### config.mk
export PLATFORM = sky130hd
export DESIGN_NAME = control_unit_pipe
export DESIGN_NICKNAME = d
export VERILOG_FILES = /design/src/rtl/riscv_pkg.sv /design/src/rtl/control_decode.sv /design/src/rtl/control_unit_pipe.sv
export SDC_FILE = /design/constraint.sdc
export NUM_CORES = 1
export LEC_CHECK = 0
export BUFFER_PORTS_ARGS = -buffer_cell sky130_fd_sc_hd__buf_2
export CAP_MARGIN = 20
export CORE_UTILIZATION = 40
export DETAILED_ROUTE_END_ITERATION = 8
export PLACE_DENSITY = 0.74
export SLEW_MARGIN = 20
export SYNTH_ARGS = -nofsm -noshare
export SYNTH_HDL_FRONTEND = slang
export SYNTH_SLANG_ARGS = --single-unit
### constraint.sdc
create_clock -name clk -period 2.81 [get_ports clk]
set_input_delay 0.1405 -clock clk [delete_from_list [all_inputs] [get_ports clk]]
set_output_delay 0.1405 -clock clk [all_outputs]
set_load 0.01 [all_outputs]
### src/rtl/riscv_pkg.sv
// Shared encodings for the RV32 control path: opcodes, ALU codes,
// immediate/result selects, the E-stage control bundle and the M-op FSM states.
package riscv_pkg;

  localparam logic [6:0] OP_LOAD   = 7'b0000011;
  localparam logic [6:0] OP_STORE  = 7'b0100011;
  localparam logic [6:0] OP_R      = 7'b0110011;
  localparam logic [6:0] OP_IMM    = 7'b0010011;
  localparam logic [6:0] OP_BRANCH = 7'b1100011;
  localparam logic [6:0] OP_JAL    = 7'b1101111;
  localparam logic [6:0] OP_JALR   = 7'b1100111;
  localparam logic [6:0] OP_LUI    = 7'b0110111;
  localparam logic [6:0] OP_AUIPC  = 7'b0010111;

  localparam logic [6:0] F7_BASE   = 7'b0000000;
  localparam logic [6:0] F7_ALT    = 7'b0100000;
  localparam logic [6:0] F7_MULDIV = 7'b0000001;

  localparam logic [3:0] ALU_ADD   = 4'd0;
  localparam logic [3:0] ALU_SUB   = 4'd1;
  localparam logic [3:0] ALU_AND   = 4'd2;
  localparam logic [3:0] ALU_OR    = 4'd3;
  localparam logic [3:0] ALU_XOR   = 4'd4;
  localparam logic [3:0] ALU_SLT   = 4'd5;
  localparam logic [3:0] ALU_SLTU  = 4'd6;
  localparam logic [3:0] ALU_SLL   = 4'd7;
  localparam logic [3:0] ALU_SRL   = 4'd8;
  localparam logic [3:0] ALU_SRA   = 4'd9;
  localparam logic [3:0] ALU_PASSB = 4'd10;

  localparam logic [2:0] IMM_I = 3'b000;
  localparam logic [2:0] IMM_S = 3'b001;
  localparam logic [2:0] IMM_B = 3'b010;
  localparam logic [2:0] IMM_J = 3'b011;
  localparam logic [2:0] IMM_U = 3'b100;

  localparam logic [1:0] RES_ALU    = 2'b00;
  localparam logic [1:0] RES_MEM    = 2'b01;
  localparam logic [1:0] RES_PC4    = 2'b10;
  localparam logic [1:0] RES_MULDIV = 2'b11;

  typedef struct packed {
    logic       reg_write;
    logic       mem_write;
    logic       branch;
    logic       jump;
    logic       alu_src;
    logic       alu_src_a;
    logic [1:0] result_src;
    logic [3:0] alu_ctrl;
    logic       muldiv;
    logic       illegal;
  } ctrl_t;

  localparam ctrl_t CTRL_BUBBLE = '0;

  typedef enum logic {MD_IDLE, MD_BUSY} md_state_e;

  // Register-register / register-immediate ALU op; alt selects SUB/SRA.
  function automatic logic [3:0] alu_from_funct3(input logic [2:0] f3, input logic alt);
    logic [3:0] code;
    case (f3)
      3'b000:  code = alt ? ALU_SUB : ALU_ADD;
      3'b001:  code = ALU_SLL;
      3'b010:  code = ALU_SLT;
      3'b011:  code = ALU_SLTU;
      3'b100:  code = ALU_XOR;
      3'b101:  code = alt ? ALU_SRA : ALU_SRL;
      3'b110:  code = ALU_OR;
      default: code = ALU_AND;
    endcase
    return code;
  endfunction

endpackage

### src/rtl/control_decode.sv
// Combinational Decode-stage control: maps Op/funct3/funct7 to the E bundle
// and the immediate format select. Illegal encodings collapse to a flagged bubble.
module control_decode
  import riscv_pkg::*;
#(
  parameter int ENABLE_M = 1
) (
  input  logic [6:0] op_i,
  input  logic [2:0] funct3_i,
  input  logic [6:0] funct7_i,
  output ctrl_t      ctrl_o,
  output logic [2:0] imm_src_o
);

  ctrl_t      ctrl;
  logic [2:0] imm_src;
  logic       illegal;

  // Opcode decode; any illegal case overrides the bundle with a bubble.
  always_comb begin
    ctrl    = CTRL_BUBBLE;
    imm_src = IMM_I;
    illegal = 1'b0;
    case (op_i)
      OP_LOAD: begin
        ctrl.reg_write  = 1'b1;
        ctrl.alu_src    = 1'b1;
        ctrl.result_src = RES_MEM;
        ctrl.alu_ctrl   = ALU_ADD;
      end
      OP_STORE: begin
        imm_src        = IMM_S;
        ctrl.mem_write = 1'b1;
        ctrl.alu_src   = 1'b1;
        ctrl.alu_ctrl  = ALU_ADD;
      end
      OP_R: begin
        ctrl.reg_write  = 1'b1;
        ctrl.result_src = RES_ALU;
        if (funct7_i == F7_BASE) begin
          ctrl.alu_ctrl = alu_from_funct3(funct3_i, 1'b0);
        end else if (funct7_i == F7_ALT && (funct3_i == 3'b000 || funct3_i == 3'b101)) begin
          ctrl.alu_ctrl = alu_from_funct3(funct3_i, 1'b1);
        end else if (funct7_i == F7_MULDIV && ENABLE_M != 0) begin
          ctrl.muldiv     = 1'b1;
          ctrl.result_src = RES_MULDIV;
          ctrl.alu_ctrl   = ALU_ADD;
        end else begin
          illegal = 1'b1;
        end
      end
      OP_IMM: begin
        ctrl.reg_write = 1'b1;
        ctrl.alu_src   = 1'b1;
        // Only the shift-immediates carry a funct7 field.
        if (funct3_i == 3'b001) begin
          ctrl.alu_ctrl = ALU_SLL;
          illegal       = (funct7_i != F7_BASE);
        end else if (funct3_i == 3'b101) begin
          ctrl.alu_ctrl = funct7_i[5] ? ALU_SRA : ALU_SRL;
          illegal       = (funct7_i != F7_BASE) && (funct7_i != F7_ALT);
        end else begin
          ctrl.alu_ctrl = alu_from_funct3(funct3_i, 1'b0);
        end
      end
      OP_BRANCH: begin
        imm_src       = IMM_B;
        ctrl.branch   = 1'b1;
        ctrl.alu_ctrl = (funct3_i[2:1] == 2'b11) ? ALU_SLTU : ALU_SUB;
      end
      OP_JAL: begin
        imm_src         = IMM_J;
        ctrl.reg_write  = 1'b1;
        ctrl.jump       = 1'b1;
        ctrl.result_src = RES_PC4;
      end
      OP_JALR: begin
        ctrl.reg_write  = 1'b1;
        ctrl.jump       = 1'b1;
        ctrl.alu_src    = 1'b1;
        ctrl.result_src = RES_PC4;
        ctrl.alu_ctrl   = ALU_ADD;
      end
      OP_LUI: begin
        imm_src        = IMM_U;
        ctrl.reg_write = 1'b1;
        ctrl.alu_src   = 1'b1;
        ctrl.alu_ctrl  = ALU_PASSB;
      end
      OP_AUIPC: begin
        imm_src        = IMM_U;
        ctrl.reg_write = 1'b1;
        ctrl.alu_src   = 1'b1;
        ctrl.alu_src_a = 1'b1;
        ctrl.alu_ctrl  = ALU_ADD;
      end
      default: illegal = 1'b1;
    endcase
    if (illegal) begin
      ctrl         = CTRL_BUBBLE;
      ctrl.illegal = 1'b1;
    end
  end

  assign ctrl_o    = ctrl;
  assign imm_src_o = imm_src;

endmodule

### src/rtl/control_unit_pipe.sv
// RV32 pipelined control unit: Decode-stage decode plus the ID/EX control
// register with stall/flush and fixed-latency mul/div occupancy tracking.
//
// state   | meaning
// --------+--------------------------------------------------------------
// MD_IDLE | E holds no unfinished M op; E register free to advance
// MD_BUSY | E holds an M op; cnt counts remaining cycles, 0 = final cycle
module control_unit_pipe
  import riscv_pkg::*;
#(
  parameter int ALU_CTRL_W     = 4,
  parameter int ENABLE_M       = 1,
  parameter int MULDIV_LATENCY = 4
) (
  input  logic                  clk,
  input  logic                  rst,
  input  logic [6:0]            Op,
  input  logic [2:0]            funct3,
  input  logic [6:0]            funct7,
  input  logic                  StallD,
  input  logic                  FlushE,
  output logic [2:0]            ImmSrcD,
  output logic                  RegWriteE,
  output logic                  MemWriteE,
  output logic                  BranchE,
  output logic                  JumpE,
  output logic                  ALUSrcE,
  output logic                  ALUSrcAE,
  output logic [1:0]            ResultSrcE,
  output logic [ALU_CTRL_W-1:0] ALUControlE,
  output logic                  MulDivE,
  output logic                  MulDivBusy,
  output logic                  MulDivDone,
  output logic                  IllegalE
);

  // A latency of 1 still needs a one-bit counter to keep the vector legal.
  localparam int CNT_W = (MULDIV_LATENCY > 1) ? $clog2(MULDIV_LATENCY) : 1;
  localparam logic [CNT_W-1:0] CNT_LOAD = CNT_W'(MULDIV_LATENCY - 1);

  ctrl_t             ctrl_dec;
  ctrl_t             e_q, e_d;
  md_state_e         state_q, state_d;
  logic [CNT_W-1:0]  cnt_q, cnt_d;
  logic              busy_q, busy_d;
  logic              done_q, done_d;

  control_decode #(
    .ENABLE_M (ENABLE_M)
  ) u_decode (
    .op_i      (Op),
    .funct3_i  (funct3),
    .funct7_i  (funct7),
    .ctrl_o    (ctrl_dec),
    .imm_src_o (ImmSrcD)
  );

  // Next E bundle and M-op sequencing: hold > flush > capture.
  always_comb begin
    e_d     = e_q;
    state_d = state_q;
    cnt_d   = cnt_q;
    busy_d  = busy_q;
    done_d  = done_q;
    if (busy_q) begin
      // Flush is ignored here: the M op must finish its occupancy.
      cnt_d  = cnt_q - CNT_W'(1);
      busy_d = (cnt_q != CNT_W'(1));
      done_d = (cnt_q == CNT_W'(1));
    end else if (StallD) begin
      e_d = e_q;
    end else if (FlushE) begin
      e_d     = CTRL_BUBBLE;
      state_d = MD_IDLE;
      cnt_d   = '0;
      busy_d  = 1'b0;
      done_d  = 1'b0;
    end else begin
      e_d = ctrl_dec;
      if (ctrl_dec.muldiv) begin
        cnt_d   = CNT_LOAD;
        state_d = (CNT_LOAD != '0) ? MD_BUSY : MD_IDLE;
        busy_d  = (CNT_LOAD != '0);
        done_d  = (CNT_LOAD == '0);
      end else begin
        state_d = MD_IDLE;
        cnt_d   = '0;
        busy_d  = 1'b0;
        done_d  = 1'b0;
      end
    end
  end

  // E register, FSM state, counter and registered busy/done flags.
  always_ff @(posedge clk or negedge rst) begin
    if (!rst) begin
      e_q     <= CTRL_BUBBLE;
      state_q <= MD_IDLE;
      cnt_q   <= '0;
      busy_q  <= 1'b0;
      done_q  <= 1'b0;
    end else begin
      e_q     <= e_d;
      state_q <= state_d;
      cnt_q   <= cnt_d;
      busy_q  <= busy_d;
      done_q  <= done_d;
    end
  end

  assign RegWriteE   = e_q.reg_write;
  assign MemWriteE   = e_q.mem_write;
  assign BranchE     = e_q.branch;
  assign JumpE       = e_q.jump;
  assign ALUSrcE     = e_q.alu_src;
  assign ALUSrcAE    = e_q.alu_src_a;
  assign ResultSrcE  = e_q.result_src;
  assign ALUControlE = ALU_CTRL_W'(e_q.alu_ctrl);
  assign MulDivE     = e_q.muldiv;
  assign IllegalE    = e_q.illegal;
  assign MulDivBusy  = busy_q;
  assign MulDivDone  = done_q;

endmodule
==> results of run 1 <==
-- worst reg2reg max path, delay by kind of cell, from the launching register on --
kind               cells  cell delay, ns
and+or+nand+nor        4            1.40
DFF                    1            0.43
AOI/OAI and AO/OA      1            0.14
-- through the flow --
| stage | util [%] | setup WS (ns) | instance area, sq um |
|---|---|---|---|
| after floorplan | - | 0.977 | 1140 |
| after global placement | 51.6 | 0.877 | 1340 |
| after detailed placement | 51.6 | 0.749 | 1340 |
| after CTS | 52.9 | 0.731 | 1370 |
| after global routing | 52.9 | 0.540 | 1370 |
| final | 52.9 | 0.748 | 1370 |
-- synthesized netlist by cell type (2+ instances only) --
cell	number
nand2_1	22
dfrtp_1	18
nor2_1	11
a22o_1	7
clkbuf_1	7
inv_1	5
nor3_1	5
o21ai_0	5
a21oi_1	4
nor2b_1	4
o21ai_1	4
or3_1	4
a32oi_1	3
a211oi_1	2
and2_1	2
nand3_1	2
nand4_1	2
o31ai_1	2
xor2_1	2
-- power breakdown --
group	switching [mW]	internal (mW)	total [mW]	leakage [nW]
clock	0.0755	0.0499	0.125	0.0138
sequential	0.000974	0.261	0.262	0.250
combinational	0.0490	0.0275	0.0765	0.409
-- layout by cell type (no fill, tap or decap), types with 2 or more instances in the layout --
master | netlist | routed
buf_2 | 1 | 39
nand2_1 | 22 | 22
dfrtp_1 | 18 | 18
nor2_1 | 11 | 11
a22o_1 | 7 | 7
inv_1 | 5 | 5
nor3_1 | 5 | 5
o21ai_0 | 5 | 5
nor2b_1 | 4 | 4
or3_1 | 4 | 4
o21ai_1 | 4 | 4
a21oi_1 | 4 | 4
a32oi_1 | 3 | 3
clkbuf_4 | 0 | 3
xor2_1 | 2 | 2
nand3_1 | 2 | 2
a211oi_1 | 2 | 2
and2_1 | 2 | 2
nand4_1 | 2 | 2
o31ai_1 | 2 | 2
-- registers in the layout (all words and copies together), names as in the netlist --
name and cells:
BranchE 1, MulDivBusy 1, ALUSrcE 1, MemWriteE 1
ResultSrcE 2, MulDivE 1, ALUControlE 4, ALUSrcAE 1
JumpE 1, cnt_q 2, MulDivDone 1, IllegalE 1
RegWriteE 1
-- kinds of logic after synthesis --
logic type | Yosys count | share of synthesized area [%]
adder cells (fa/ha/maj) | 1 | 1.10
XOR/XNOR | 2 | 1.54
buffers and inverters | 13 | 4.41
multiplexers | 1 | 0.881
flip-flops | 18 | 39.6
AO/OA/AOI/OAI | 38 | 24.5
AND/OR/NAND/NOR | 62 | 28.0
-- per-layer routing --
metal / track usage (%) / wire length (um) / part of all wire, % / vias to the layer above
met5: 0 / 0 / 0 / -
met1: 24.4 / 1270 / 46 / 546
met4: 3.21 / 9 / 0.33 / 0
met3: 5.85 / 129 / 4.7 / 3
met2: 33.7 / 1360 / 49 / 26
li1: - / - / - / 564
-- how the worst min path moves through the flow --
stage | startpoint | endpoint | slack (ns) | cells past startpoint
global placement | rst | ALUSrcE$_DFFE_PN0P_ | 0.08 | 1
floorplan | rst | ALUControlE[0]$_DFFE_PN0P_ | -0.16 | 0
detailed placement | rst | ALUSrcAE$_DFFE_PN0P_ | 0.09 | 1
global route | FlushE | IllegalE$_DFFE_PN0P_ | 0.07 | 2
CTS | FlushE | IllegalE$_DFFE_PN0P_ | 0.08 | 2
finish | FlushE | IllegalE$_DFFE_PN0P_ | 0.08 | 2
-- final cells by class --
type                            instances  area [sq um]
Fill cell                             245          1220
Multi-Input combinational cell        104           636
Sequential cell                        18           450
Timing Repair Buffer                   40           205
Tap cell                               30          37.5
Clock buffer                            3          22.5
Inverter                                5          18.8
==> flow_metrics.tcl, run 1 <==
set metrics [dict create \
    tritoncts "yes" \
    status "complete, no violations" \
    hpwl_mm 2.15 \
    max-vdd-ir-drop_mv 0.335 \
    dr_total_vias 1139 \
    layout.nets 194 \
    crit_buf_inv 0 \
    r2r-end "cnt_q[0]$_DFFE_PN0P_" \
    die_area_sq_um 3060 \
    rsz0062_at_grt "no" \
    postRouteAntennaNets 0 \
    clkSinkCount 18 \
    slew_viol_final 0 \
    antenna_found_initial 0 \
    drc 0 \
    fp.dieH_um 55.3 \
    power.density_nw_per_um2 338 \
    synth_area_sq_um 1140 \
    drt_first_pass_iters 4 \
    grt_max_degree 19 \
    worstSetupPathType "reg2reg" \
    cts_setup_buffers 0 \
    yosysWarnings 0 \
    syn_nets 157 \
    clk_path_buf_depth 2 \
    fin_crit_ns 2.06 \
    synth_cells 135 \
    cp_num_cells 5 \
    leakagePower_nw 0.673 \
    async_reset_ff_share_pct 100 \
    routabilityCongestion 0.796 \
    vias_per_cell 5.70 \
    finalHoldWorstSlack_ns 0.0797 \
    yosysTopAreaCellShare_pct 39.6 \
    endpoint "cnt_q[0]$_DFFE_PN0P_" \
    path_cells "or2_1 -> nor2_1 -> nand3_1 -> or3_1 -> o211ai_1" \
    synth_edf_count 0 \
    grt_pass1_vias 1086 \
    cts_resized 0 \
    root_buffer "clkbuf_4" \
    finalHoldViolCount 0 \
    grtUsageTotal_pct 19.5 \
    total_power_uw 464 \
    reg2reg_depth 5 \
    die_x_um 55.3 \
    max_slew_margin_pct 62.8 \
    crit_path_end_kind "flip-flop" \
    crit_slowest_cell "or2_1" \
    hold_path_class "in2reg" \
    port_buffers 39 \
    synth_area_per_cell_sq_um 8.42 \
    critPathMaxStageDelay_ns 0.45 \
    diodes 0 \
    reg2reg_from "MulDivBusy$_DFF_PN0_" \
    drive_above_1_share_pct 27.6 \
    placed_cells 196 \
    hold_buffers 1 \
    cp-startpoint "MulDivBusy$_DFF_PN0_" \
    cts_max_level 1 \
    ys_top_cells_by_area "dfrtp_1 (40%), nand2_1 (7.3%), a22o_1 (5.4%)" \
    grt-ovfl-total 0 \
    setup-tns-final_ns 0 \
    synth.distinct_cells 43 \
    clk_latency_ns 0.29 \
    fin_cells 200 \
    std_cell_rows 18 \
    wl_per_cell_um 13.8 \
    fmaxAchievable_ghz 0.485 \
    required_ns 3.02 \
    grt_pass1_wl_mm 4.82 \
    routed_wl_mm 2.77 \
    area_growth_pct 20.6 \
    ioPinCount 40 \
    ys_seq_area_share_pct 39.6 \
    clock_skew_ns 0.00661 \
    cp-start-kind "flip-flop" \
    core_sq_um 2590 \
    ys_ff_latch 18 \
    clk_pin_slew_ns 0.10 \
    drt_iter0_drc 54 \
    finalCritPeriodShare_pct 73.4 \
    cts_buffers 3 \
    setup_violations 0 \
    crit_fanout 18 \
    synth_ff_type "dfrtp_1" \
    yosysTopAreaCell "dfrtp_1" \
    drv_cap 0 \
    start_util_pct 43.9 \
    reg2reg_slack_ns 0.75 \
    path_delay_family "simple AND/OR/NAND/NOR gates" \
    worst_slew_pin_slew_ns 0.558 \
    worstPathArrival_ns 2.27 \
]
Note: power is estimated with default switching activity, not from simulation.
==> inputs of run 2 (changes only) <==
--- a/config.mk
+++ b/config.mk
@@ -5,11 +5,12 @@
 export SDC_FILE = /design/constraint.sdc
 export NUM_CORES = 1
 export LEC_CHECK = 0
+export ABC_AREA = 1
 export BUFFER_PORTS_ARGS = -buffer_cell sky130_fd_sc_hd__buf_2
 export CAP_MARGIN = 20
 export CORE_UTILIZATION = 40
 export DETAILED_ROUTE_END_ITERATION = 8
-export PLACE_DENSITY = 0.74
+export PLACE_DENSITY = 0.76
 export SLEW_MARGIN = 20
 export SYNTH_ARGS = -nofsm -noshare
 export SYNTH_HDL_FRONTEND = slang
==> constraint.sdc (replaced) <==
create_clock -name clk -period 1.76 [get_ports clk]
set_input_delay 0.088 -clock clk [delete_from_list [all_inputs] [get_ports clk]]
set_output_delay 0.088 -clock clk [all_outputs]
set_load 0.01 [all_outputs]
==> run 2 against run 1 <==
Net effect:
- the flow now finishes with violations (DRC)
- critical path depth increased by 1
- largest power group unchanged
- flip-flop and latch count stayed put
- die area is 10% higher
- clock power is 98% higher
- fmax up 34%
- highest routed layer unchanged
- via count rose by 13%
- register-to-register slack lost 0.52 ns
- synthesized cell count rose by 44%
- wire length decreased by 2.9%
- combinational power rose by 59%
- final area rose by 12%
- cell count is 39% higher
==> flow_metrics.tcl, run 2 <==
set metrics [dict create \
    crit_path_end_kind "flip-flop" \
    synth_edf_count 0 \
    clkSinkCount 18 \
    std_cell_rows 19 \
    drv_cap 0 \
    clock_skew_ns 0.00416 \
    status "finished, violations left" \
    worstPathArrival_ns 1.70 \
    root_buffer "clkbuf_4" \
    synth_commonest_cells "nand2_1 (70), nor2_1 (31), inv_1 (20), nand3_1 (20), dfrtp_1 (18)" \
    yosysWarnings 0 \
    final.fill_count 303 \
    holdPathStages 3 \
    yosysTopAreaCell "dfrtp_1" \
    die_x_um 58.0 \
    drt_iter0_drc 41 \
    total_power_uw 787 \
    drc 6 \
    place_ws_ns 0.227 \
    slew_viol_final 0 \
    setup-tns-final_ns 0 \
    vias_per_cell 4.62 \
    core_sq_um 2880 \
    layout.nets 259 \
    yosysTopAreaCellShare_pct 35.9 \
    setup_violations 0 \
    postRouteAntennaNets 0 \
    area_growth_pct 21.8 \
    setup_ws_ns 0.223 \
    routabilityCongestion 0.870 \
    antenna_found_initial 0 \
    cts_resized 0 \
    clk_latency_ns 0.29 \
    cp-startpoint "MulDivBusy$_DFF_PN0_" \
    port_buffers 39 \
    dr_total_vias 1284 \
    synth.distinct_cells 25 \
    start_util_pct 43.7 \
    largest_reg_flops 4 \
    cts_buffers 3 \
    synth_area_per_cell_sq_um 6.44 \
    worstSetupPathType "reg2reg" \
    crit_fanout 15 \
    ys_ff_latch 18 \
    yosysMostFrequentCell "nand2_1" \
    fin_crit_ns 1.54 \
    diodes 0 \
    required_ns 1.92 \
    async_reset_ff_share_pct 100 \
    finalHoldViolCount 0 \
    synth_area_sq_um 1260 \
    wl_per_cell_um 9.66 \
    grt_max_degree 19 \
    max_slew_margin_pct 74.3 \
    violations "DRC" \
    max-vdd-ir-drop_mv 0.190 \
    hold_path_class "in2reg" \
    fmaxAchievable_ghz 0.651 \
    cts_max_level 1 \
    synth_ff_type "dfrtp_1" \
    grtUsageTotal_pct 17.8 \
    syn_nets 217 \
    leakagePower_nw 0.898 \
    die_area_sq_um 3370 \
    reg2reg_slack_ns 0.22 \
    clk_path_buf_depth 2 \
    rsz0062_at_grt "no" \
    min_from "StallD" \
    grt-ovfl-total 0 \
    power.density_nw_per_um2 514 \
    synth_cells 195 \
    drt_first_pass_iters 6 \
    cp-start-kind "flip-flop" \
    layout_common_cells "nand2_1 (70), buf_2 (39), nor2_1 (31)" \
    hpwl_mm 2.21 \
    cts_setup_buffers 0 \
    finalCritPeriodShare_pct 87.3 \
    holdPathEnd "cnt_q[1]$_DFFE_PN0P_" \
    grt_pass1_wl_mm 4.78 \
    ys_seq_area_share_pct 35.9 \
    worst_slew_pin_slew_ns 0.386 \
    routed_wl_mm 2.69 \
    reg2reg_from "MulDivBusy$_DFF_PN0_" \
    ioPinCount 40 \
    fp.dieH_um 58.0 \
    drive_above_1_share_pct 25.0 \
    ys_top_cells_by_area "dfrtp_1 (36%), nand2_1 (21%), nor2_1 (9.3%)" \
    reg2reg_depth 6 \
    clk_pin_slew_ns 0.10 \
    r2r-end "cnt_q[1]$_DFFE_PN0P_" \
    grt_pass1_vias 1184 \
    tritoncts "yes" \
    mostFrequentLayoutCell "nand2_1" \
]
-- run 2: changes by cell type in the layout (fill, tap and decap cells not counted), sizes merged, moves of 3 or more --
cell,before,now
inv,5,25
nor2,11,36
a22o,7,1
a32oi,3,0
nor3,6,0
nor2b,4,0
nand2,22,72
nand3,2,21
or3,5,0
-- run 2: critical path, stage by stage (launching register included) --
cell	delay, ns
dfrtp_1	0.42
nor2_2	0.06
inv_2	0.19
or2_1	0.37
clkinv_8	0.10
nand3_1	0.15
o211ai_1	0.12
-- run 2: what timing repair did --
item | 4_1_cts | 5_1_grt
hold buffers | 1 | 0
hold endpoints to repair | 18 | 0
endpoints found under the setup margin | 0 | 0
-- run 2: final cells by class --
class | instances | area [sq um] | area share, %
Clock buffer | 4 | 36.3 | 2.37
Timing Repair Buffer | 40 | 205 | 13.4
Tap cell | 42 | 52.6 | 3.43
Multi-Input combinational cell | 148 | 676 | 44.2
Sequential cell | 18 | 450 | 29.4
Inverter | 26 | 110 | 7.20
-- run 2: logic make-up after synthesis --
family          share of synthesized area [%]
simple gates                             44.4
buf+inv                                  10.4
flops                                    35.9
compound gates                           7.67
xor+xnor                                0.697
fa+ha+maj                               0.996
-- run 2: worst max path at each step --
stage                                      end  cells past startpoint  slack, ns
floorplan           ALUControlE[3]$_DFFE_PN0P_                      9       0.43
global placement    ALUControlE[0]$_DFFE_PN0P_                      8       0.32
detailed placement        cnt_q[1]$_DFFE_PN0P_                      6       0.23
CTS                       cnt_q[1]$_DFFE_PN0P_                      6       0.21
global route              cnt_q[1]$_DFFE_PN0P_                      6       0.02
finish                    cnt_q[1]$_DFFE_PN0P_                      6       0.22
-- run 2: report_power, final --
part           internal (mW)  leakage [nW]  total [mW]  switching (mW)
Combinational         0.0435         0.628       0.122          0.0785
Clock                  0.126        0.0210       0.247           0.121
Sequential             0.416         0.250       0.418         0.00150
-- run 2: metrics by stage --
step	hold slack (ns)	cell area (sq um)	instances	utilization, %
5_1_grt	0.154	1530	278	53.2
3_3_place_gp	0.0298	1480	273	51.6
2_1_floorplan	-0.208	1260	195	-
4_1_cts	0.122	1530	278	53.2
3_5_place_dp	0.0320	1480	273	51.6
6_report	0.130	1530	278	53.2
-- run 2: layer usage --
layer  GRT usage [%]  wire (um)
met3            2.90        131
met2            30.9       1310
met5               0          0
met4            4.76         19
met1            23.0       1230
==> inputs of run 3 (changes only) <==
==> constraint.sdc (replaced) <==
create_clock -name clk -period 1.76 [get_ports clk]
set_input_delay 0.264 -clock clk [delete_from_list [all_inputs] [get_ports clk]]
set_output_delay 0.264 -clock clk [all_outputs]
set_load 0.01 [all_outputs]
==> run 3 against run 2 <==
Net effect:
- the run still ends with DRC left
- final area did not move
- sequential power barely moved
- cell count stayed put
- via count shrank 0.39%
- core utilization stayed put
- critical endpoint is now cnt_q[0]$_DFFE_PN0P_
- largest power group unchanged
==> flow_metrics.tcl, run 3 (same netlist as run 2, synthesis figures left out) <==
set metrics [dict create \
    status "finished, violations left" \
    violations "DRC" \
    mostFrequentLayoutCell "nand2_1" \
    cts_max_level 1 \
    clk_latency_ns 0.29 \
    leakagePower_nw 0.898 \
    grt_max_degree 19 \
    fin_cells 278 \
    postRouteAntennaNets 0 \
    grt-ovfl-total 0 \
    final.fill_count 295 \
    layout.nets 259 \
    max_slew_margin_pct 74.1 \
    largest_reg_flops 4 \
    area_growth_pct 21.8 \
    cts_buffers 3 \
    hold_buffers 1 \
    routabilityCongestion 0.843 \
    wl_per_cell_um 9.26 \
    rsz0062_at_grt "no" \
    crit_fanout 15 \
    slew_viol_final 0 \
    routed_wl_mm 2.57 \
    clock_skew_ns 0.00562 \
    drv_cap 0 \
    worst_slew_pin_slew_ns 0.388 \
    tritoncts "yes" \
    grt_pass1_wl_mm 4.46 \
    drive_above_1_share_pct 25.0 \
    finalCritPeriodShare_pct 88.4 \
    final_util_pct 53.2 \
    worstPathArrival_ns 1.72 \
    required_ns 1.92 \
    die_x_um 58.0 \
    finalHoldViolCount 0 \
    setup-tns-final_ns 0 \
    seq_area_sq_um 450 \
    port_buffers 39 \
    clk_pin_slew_ns 0.10 \
    crit_path_end_kind "flip-flop" \
    max-vdd-ir-drop_mv 0.239 \
    drt_iter0_drc 70 \
    ioPinCount 40 \
    antenna_found_initial 0 \
    hpwl_mm 2.15 \
    cts_setup_buffers 0 \
    hold_path_class "in2reg" \
    fin_crit_ns 1.56 \
    cp-start-kind "flip-flop" \
    grtUsageTotal_pct 16.5 \
    fp.dieH_um 58.0 \
    layout_common_cells "nand2_1 (70), buf_2 (39), nor2_1 (31)" \
    core_sq_um 2880 \
    power.density_nw_per_um2 513 \
    die_area_sq_um 3370 \
    reg2reg_slack_ns 0.20 \
    vias_per_cell 4.60 \
    worstSetupPathType "reg2reg" \
    grt_pass1_vias 1103 \
    placed_cells 273 \
    cts_resized 0 \
    std_cell_rows 19 \
    setup_violations 0 \
    fmaxAchievable_ghz 0.642 \
    diodes 0 \
    start_util_pct 43.7 \
    clkSinkCount 18 \
    dr_total_vias 1279 \
    drc 6 \
    drt_first_pass_iters 6 \
    multi_input_area_sq_um 676 \
    root_buffer "clkbuf_4" \
    clk_path_buf_depth 2 \
]
[run 3: worst max-delay path: stages, from the launching register on]
cell,delay (ns)
dfrtp_1,0.42
nor2_2,0.06
inv_2,0.19
or2_1,0.37
clkinv_8,0.10
nand3_1,0.17
o211ai_1,0.13
[run 3: power breakdown]
group	switching, mW	total, mW	internal (mW)	leakage, nW
Combinational	0.0785	0.122	0.0435	0.628
Clock	0.119	0.245	0.126	0.0210
Sequential	0.00175	0.418	0.416	0.250
[run 3: worst paths after layout]
| check | start | end | depth (start not counted) |
|---|---|---|---|
| setup / recovery | MulDivBusy$_DFF_PN0_ | cnt_q[0]$_DFFE_PN0P_ | 6 |
| hold / removal | StallD | cnt_q[1]$_DFFE_PN0P_ | 3 |
| setup reg to reg | MulDivBusy$_DFF_PN0_ | cnt_q[0]$_DFFE_PN0P_ | 6 |
| hold reg to reg | JumpE$_DFFE_PN0P_ | JumpE$_DFFE_PN0P_ | 2 |
| max in group asynchronous | rst | MulDivBusy$_DFF_PN0_ | 2 |
| min in group asynchronous | rst | MulDivDone$_DFFE_PN0P_ | 2 |
[run 3: final cells by class]
type / count / share of cell area [%]
Sequential cell: 18 / 29.4
Clock buffer: 4 / 2.37
Multi-Input combinational cell: 148 / 44.2
Tap cell: 42 / 3.43
Timing Repair Buffer: 40 / 13.4
Inverter: 26 / 7.20
[run 3: per-layer routing]
metal	global-route usage (%)	wire, um
met4	4.08	0
met5	0	0
met2	27.4	1200
met1	22.6	1250
met3	2.23	124
[run 3: per-stage QoR]
| step | total power, mW | cell area (sq um) | hold slack, ns | setup WS [ns] |
|---|---|---|---|---|
| after floorplan | 0.498 | 1260 | -0.0316 | 0.426 |
| after global placement | 0.546 | 1480 | 0.207 | 0.242 |
| after detailed placement | 0.547 | 1480 | 0.209 | 0.224 |
| after CTS | 0.794 | 1530 | 0.276 | 0.196 |
| after global routing | 0.828 | 1530 | 0.293 | 0.0301 |
| final | 0.785 | 1530 | 0.287 | 0.204 |
